===== config.mk =====
export PLATFORM = sky130hd
export DESIGN_NAME = instr_fetch_unit
export DESIGN_NICKNAME = d
export VERILOG_FILES = /design/src/rtl/instr_fetch_unit.sv
export SDC_FILE = /design/constraint.sdc
export NUM_CORES = 1
export LEC_CHECK = 0
export ABC_AREA = 1
export CELL_PAD_IN_SITES_DETAIL_PLACEMENT = 0
export CELL_PAD_IN_SITES_GLOBAL_PLACEMENT = 1
export CORE_MARGIN = 3
export CORE_UTILIZATION = 30
export DETAILED_ROUTE_END_ITERATION = 12
export PLACE_DENSITY = 0.7
export SYNTH_ARGS = -nofsm -noshare
export SYNTH_HDL_FRONTEND = slang
export SYNTH_SLANG_ARGS = --single-unit

===== constraint.sdc =====
create_clock -name clk -period 2 [get_ports clk]
set_clock_uncertainty 0.15 [all_clocks]
set_input_delay 0.2 -clock clk [delete_from_list [all_inputs] [get_ports clk]]
set_output_delay 0.2 -clock clk [all_outputs]
set_load 0.05 [all_outputs]

===== src/rtl/instr_fetch_unit.sv =====
// Instruction fetch front end: 16x4 program memory, fetch address walker and a
// prefetch FIFO presenting {instr, pc} to the core over a valid/ready handshake.
module instr_fetch_unit #(
    parameter int DEPTH = 4,
    parameter bit WRAP  = 1'b1
) (
    input  logic                     clk,
    input  logic                     reset_n,
    input  logic                     load_en,
    input  logic [3:0]               load_addr,
    input  logic [3:0]               load_data,
    input  logic                     start,
    input  logic                     stop,
    input  logic                     redirect,
    input  logic [3:0]               redirect_addr,
    output logic [3:0]               instr,
    output logic [3:0]               instr_pc,
    output logic                     instr_valid,
    input  logic                     instr_ready,
    output logic [$clog2(DEPTH):0]   level,
    output logic                     busy,
    output logic [1:0]               state_dbg
);

    localparam int PW = $clog2(DEPTH);
    localparam logic [PW:0] FULL_LVL = (PW+1)'(DEPTH);

    typedef enum logic [1:0] {
        ST_IDLE = 2'd0,
        ST_RUN  = 2'd1,
        ST_END  = 2'd2
    } state_e;

    state_e          state_q, state_d;
    logic [3:0]      fetch_addr_q, fetch_addr_d;
    logic [3:0]      mem_q [16];
    logic [3:0]      mem_d [16];
    logic [7:0]      fifo_q [DEPTH];
    logic [7:0]      fifo_d [DEPTH];
    logic [PW-1:0]   wr_ptr_q, wr_ptr_d;
    logic [PW-1:0]   rd_ptr_q, rd_ptr_d;
    logic [PW:0]     level_q, level_d;
    logic            push;
    logic            pop;

    // Handshake: a transfer happens at an edge where instr_valid and
    // instr_ready are both high and no redirect is flushing the FIFO.
    assign instr_valid = (level_q != '0);
    assign instr       = instr_valid ? fifo_q[rd_ptr_q][7:4] : 4'd0;
    assign instr_pc    = instr_valid ? fifo_q[rd_ptr_q][3:0] : 4'd0;
    assign level       = level_q;
    assign busy        = (state_q == ST_RUN);
    assign state_dbg   = state_q;

    assign pop  = instr_valid && instr_ready && !redirect;
    assign push = (state_q == ST_RUN) && !redirect && !stop &&
                  ((level_q < FULL_LVL) || pop);

    // Registered memory gives read-before-write against a same-edge load.
    always_comb begin
        mem_d = mem_q;
        if (load_en) mem_d[load_addr] = load_data;
    end

    always_comb begin
        state_d      = state_q;
        fetch_addr_d = fetch_addr_q;
        fifo_d       = fifo_q;
        wr_ptr_d     = wr_ptr_q;
        rd_ptr_d     = rd_ptr_q;
        level_d      = level_q;
        if (redirect) begin
            level_d      = '0;
            wr_ptr_d     = '0;
            rd_ptr_d     = '0;
            fetch_addr_d = redirect_addr;
            if (state_q == ST_END) state_d = ST_IDLE;
        end else begin
            if (push) begin
                fifo_d[wr_ptr_q] = {mem_q[fetch_addr_q], fetch_addr_q};
                wr_ptr_d         = wr_ptr_q + 1'b1;
                if (!WRAP && (fetch_addr_q == 4'd15)) fetch_addr_d = 4'd15;
                else                                  fetch_addr_d = fetch_addr_q + 4'd1;
            end
            if (pop) rd_ptr_d = rd_ptr_q + 1'b1;
            case ({push, pop})
                2'b10:   level_d = level_q + 1'b1;
                2'b01:   level_d = level_q - 1'b1;
                default: level_d = level_q;
            endcase
            case (state_q)
                ST_IDLE: if (start && !stop) state_d = ST_RUN;
                ST_RUN: begin
                    if (stop) state_d = ST_IDLE;
                    else if (push && !WRAP && (fetch_addr_q == 4'd15)) state_d = ST_END;
                end
                ST_END: begin
                    if (start && !stop) begin
                        state_d      = ST_RUN;
                        fetch_addr_d = 4'd0;
                    end
                end
                default: state_d = ST_IDLE;
            endcase
        end
    end

    always_ff @(posedge clk) begin
        if (!reset_n) begin
            state_q      <= ST_IDLE;
            fetch_addr_q <= 4'd0;
            wr_ptr_q     <= '0;
            rd_ptr_q     <= '0;
            level_q      <= '0;
            for (int i = 0; i < 16; i++) mem_q[i] <= 4'd0;
            for (int i = 0; i < DEPTH; i++) fifo_q[i] <= 8'd0;
        end else begin
            state_q      <= state_d;
            fetch_addr_q <= fetch_addr_d;
            wr_ptr_q     <= wr_ptr_d;
            rd_ptr_q     <= rd_ptr_d;
            level_q      <= level_d;
            mem_q        <= mem_d;
            fifo_q       <= fifo_d;
        end
    end

endmodule


==> insert_results.sql <==
INSERT INTO impl_metrics (metric_group, metric, value, unit) VALUES
('worst_setup_path', 'worst-endpoint-arrival', '1570', 'ps'),
('finish', 'final_cell_area_excluding_filler_cells', '6280', 'um2'),
('timing', 'timing.final.ws_setup', '84.5', 'ps'),
('clock_network', 'clkTransAtPathRegs', '70', 'ps'),
('run', 'timing.max_cap.violations', '0', ''),
('clock_network', 'cts_htree_levels', '3', ''),
('timing', 'hold_viol', '0', ''),
('power', 'power_frac_comb', '10.1', '%'),
('worst_setup_path', 'slowest_delay', '330', 'ps'),
('power', 'power_frac_seq', '48.9', '%'),
('synth', 'synth_area_per_cell', '7.04', 'um2'),
('die', 'design.portCount', '34', ''),
('route', 'detail-route-antenna-nets', '0', ''),
('clock_network', 'cts-hold-fix-buffers', '0', ''),
('synth', 'yosys_register_bits', '108', ''),
('clock_network', 'cts.root.buffer_cell', 'sky130_fd_sc_hd__clkbuf_16', ''),
('placement', 'postPlaceCellArea', '5940', 'um2'),
('timing', 'timing.final.setup_violations', '0', ''),
('placement', 'dp.cells', '985', ''),
('synth', 'yosysWarningCount', '0', ''),
('route', 'highest_layer', 'met4', ''),
('clock_network', 'clock_tree_from_tritoncts', 'built', ''),
('power', 'power_frac_clock', '41.0', '%'),
('placement', 'io_buffers', '32', ''),
('worst_setup_path', 'timing.critical_path.fanout_max', '10', ''),
('synth', 'yosys-top-cells-count', 'sky130_fd_sc_hd__inv_1, sky130_fd_sc_hd__a21oi_1, sky130_fd_sc_hd__dfxtp_1, sky130_fd_sc_hd__o21ai_0, sky130_fd_sc_hd__nand2_1', ''),
('clock_network', 'cts_post_setup_buffers_inserted', '0', ''),
('clock_network', 'worst_skew_pair.late_latency', '360', 'ps'),
('route', 'met2_wirelength', '6.41', 'mm'),
('clock_network', 'cts_inserted_buffers', '9', ''),
('worst_setup_path', 'worst_r2r_startpoint', 'level[1]$_SDFFE_PP0P_', ''),
('worst_setup_path', 'crit_path_frequent_cell', 'sky130_fd_sc_hd__a21oi_2', ''),
('die', 'die_width', '137', 'um'),
('synth', 'synth.area.top_cells', 'sky130_fd_sc_hd__dfxtp_1, sky130_fd_sc_hd__a21oi_1, sky130_fd_sc_hd__o21ai_0, sky130_fd_sc_hd__inv_1, sky130_fd_sc_hd__nand3_1', ''),
('run_status', 'status', 'finished, final reports clean', ''),
('synth', 'synthesis.area', '5180', 'um2'),
('grt', 'first_pass_grt_wire_length', '22.6', 'mm'),
('route', 'route.layer.met1.wl', '6.83', 'mm'),
('worst_setup_path', 'critPathRequiredTime', '1650', 'ps'),
('finish', 'finalNetCount', '802', ''),
('synth', 'mappedNetlistNets', '763', ''),
('synth', 'dominantRegCellSynth', 'sky130_fd_sc_hd__dfxtp_1', ''),
('synth', 'synth_top_area_share', '41.7', '%'),
('timing', 'tightest_slew', '497', 'ps'),
('die', 'rows', '47', ''),
('synth', 'yosys.cell_count.top_type', 'sky130_fd_sc_hd__inv_1', ''),
('worst_hold_path', 'hold_path_startpoint', 'reset_n', ''),
('route', 'routed_wirelength', '14.0', 'mm'),
('route', 'vias_per_cell', '4.65', ''),
('power', 'final_total_power', '4.50', 'mW'),
('synth', 'yosysSeqAreaShare', '41.7', '%'),
('worst_setup_path', 'reg2reg_to', 'level[2]$_SDFFE_PP0P_', ''),
('die', 'die_h', '137', 'um'),
('worst_hold_path', 'timing.hold.worst.class', 'in2reg', ''),
('worst_setup_path', 'slowest_stage', 'sky130_fd_sc_hd__dfxtp_2', ''),
('power', 'intPower', '3.38', 'mW'),
('placement', 'finalWeightedCongestion', '0.759', ''),
('finish', 'final_core_util', '37.5', '%'),
('clock_network', 'max-clock-path-buffers', '2', ''),
('timing', 'timing.fmax', '0.522', 'GHz'),
('worst_setup_path', 'rrSetupSlack', '120', 'ps'),
('die', 'initial_utilization', '30.9', '%'),
('grt', 'grt_max_degree', '90', ''),
('power', 'power_density', '716', 'nW/um2'),
('finish', 'final-instance-count-excl-fill', '1001', ''),
('grt', 'gr-usage-all-layers', '15.6', '%'),
('worst_setup_path', 'critical_path_class', 'reg2out', ''),
('route', 'drt_first_pass_iters', '4', ''),
('power', 'power.ir.vdd_worst', '0.431', 'mV'),
('worst_hold_path', 'worstHoldEndpoint', 'level[0]$_SDFFE_PP0P_', ''),
('synth', 'synth_area_leader_cell', 'sky130_fd_sc_hd__dfxtp_1', '');
tightest hold or removal path: cells and delay by family:
family	cells	cell delay [ps]
buffers and inverters	2	200
and+or+nand+nor	1	110
AOI/OAI and AO/OA	2	130
how the worst max path moves through the flow:
stage	start	to	slack [ps]	depth (start not counted)
after global routing	rd_ptr_q[0]$_SDFFE_PP0P_	instr[2]	0.6	5
final	rd_ptr_q[0]$_SDFFE_PP0P_	instr_pc[2]	80	5
after CTS	rd_ptr_q[0]$_SDFFE_PP0P_	instr_pc[2]	20	5
after global placement	redirect	level[2]$_SDFFE_PP0P_	-290	11
after detailed placement	redirect	level[2]$_SDFFE_PP0P_	-280	11
after floorplan	level[2]$_SDFFE_PP0P_	level[2]$_SDFFE_PP0P_	-130	9
cells by family (layout without fill, tap and decap cells):
logic type / count (synthesis) / after routing / synth area share, %
AO/OA/AOI/OAI: 239 / 239 / 24.0
AND/OR/NAND/NOR: 202 / 202 / 18.0
buffers and inverters: 178 / 222 / 14.1
flip-flops: 108 / 108 / 41.7
adder cells (fa/ha/maj): 7 / 7 / 1.83
XOR/XNOR: 2 / 2 / 0.338
other: 1 / 1 / 0.0723
state kept, by name (all words and copies together), names as in the netlist:
register      cells
rd_ptr_q          2
wr_ptr_q          2
fifo_q           32
level             3
mem_q            64
fetch_addr_q      4
state_dbg         1
per-layer routing:
layer	vias to the layer above	GRT usage [%]
li1	2463	-
met1	2111	21.5
met2	60	24.5
met3	19	2.19
met4	0	6.26
met5	-	0
final cells by class:
cell class,count,area [um2]
Multi-Input combinational cell,451,2320
Clock buffer,12,256
Inverter,140,532
Clock inverter,4,47.5
Fill cell,1819,10500
Timing Repair Buffer,66,678
Tap cell,220,275
Sequential cell,108,2170
power by group through the flow:
stage	Sequential [mW]	Clock, mW	Combinational [mW]
final	2.20	1.84	0.457
after global routing	2.20	1.99	0.509
after CTS	2.20	1.90	0.460
after detailed placement	2.25	0	0.458
after global placement	2.25	0	0.456
after floorplan	2.25	0	0.279
repair_timing:
| item | in CTS | in global routing |
|---|---|---|
| hold endpoints to repair | 0 | 0 |
| setup endpoints to repair | 7 | 8 |
| gates resized for setup | 5 | 11 |
| pin swaps | 1 | 4 |
layout by cell type (no fill, tap or decap):
master                            count
sky130_fd_sc_hd__clkbuf_16           10
sky130_fd_sc_hd__buf_4               33
sky130_fd_sc_hd__nor2_1              21
sky130_fd_sc_hd__clkinv_4             1
sky130_fd_sc_hd__nand2_4              3
sky130_fd_sc_hd__a211oi_1             1
sky130_fd_sc_hd__nor2_8               2
sky130_fd_sc_hd__clkdlybuf4s50_1     22
sky130_fd_sc_hd__xor2_1               2
sky130_fd_sc_hd__nor3_2               2
sky130_fd_sc_hd__dfxtp_1            102
sky130_fd_sc_hd__inv_2                1
sky130_fd_sc_hd__clkbuf_8             2
sky130_fd_sc_hd__dfxtp_4              1
sky130_fd_sc_hd__nor3_4               1
sky130_fd_sc_hd__a21oi_1            110
sky130_fd_sc_hd__o21ai_1              6
sky130_fd_sc_hd__clkinv_1             2
sky130_fd_sc_hd__o21a_1               8
sky130_fd_sc_hd__a22oi_1              2
sky130_fd_sc_hd__clkinvlp_4           1
sky130_fd_sc_hd__conb_1               1
sky130_fd_sc_hd__buf_2                1
sky130_fd_sc_hd__fa_1                 1
sky130_fd_sc_hd__o21ai_0             99
sky130_fd_sc_hd__clkbuf_1             1
sky130_fd_sc_hd__buf_12               9
sky130_fd_sc_hd__bufinv_16            1
sky130_fd_sc_hd__ha_1                 6
sky130_fd_sc_hd__nand2_1             94
sky130_fd_sc_hd__inv_1              135
sky130_fd_sc_hd__dfxtp_2              5
sky130_fd_sc_hd__nand3_1             79
sky130_fd_sc_hd__a31oi_1              1
sky130_fd_sc_hd__a21oi_2             12
sky130_fd_sc_hd__clkinv_2             3
stage by stage:
stage	hold slack, ps	setup TNS (ps)
2_1_floorplan	138	-750
3_3_place_gp	289	-875
3_5_place_dp	294	-1490
4_1_cts	164	0
5_1_grt	198	0
6_report	172	0
Note: power is estimated with default switching activity, not from simulation.
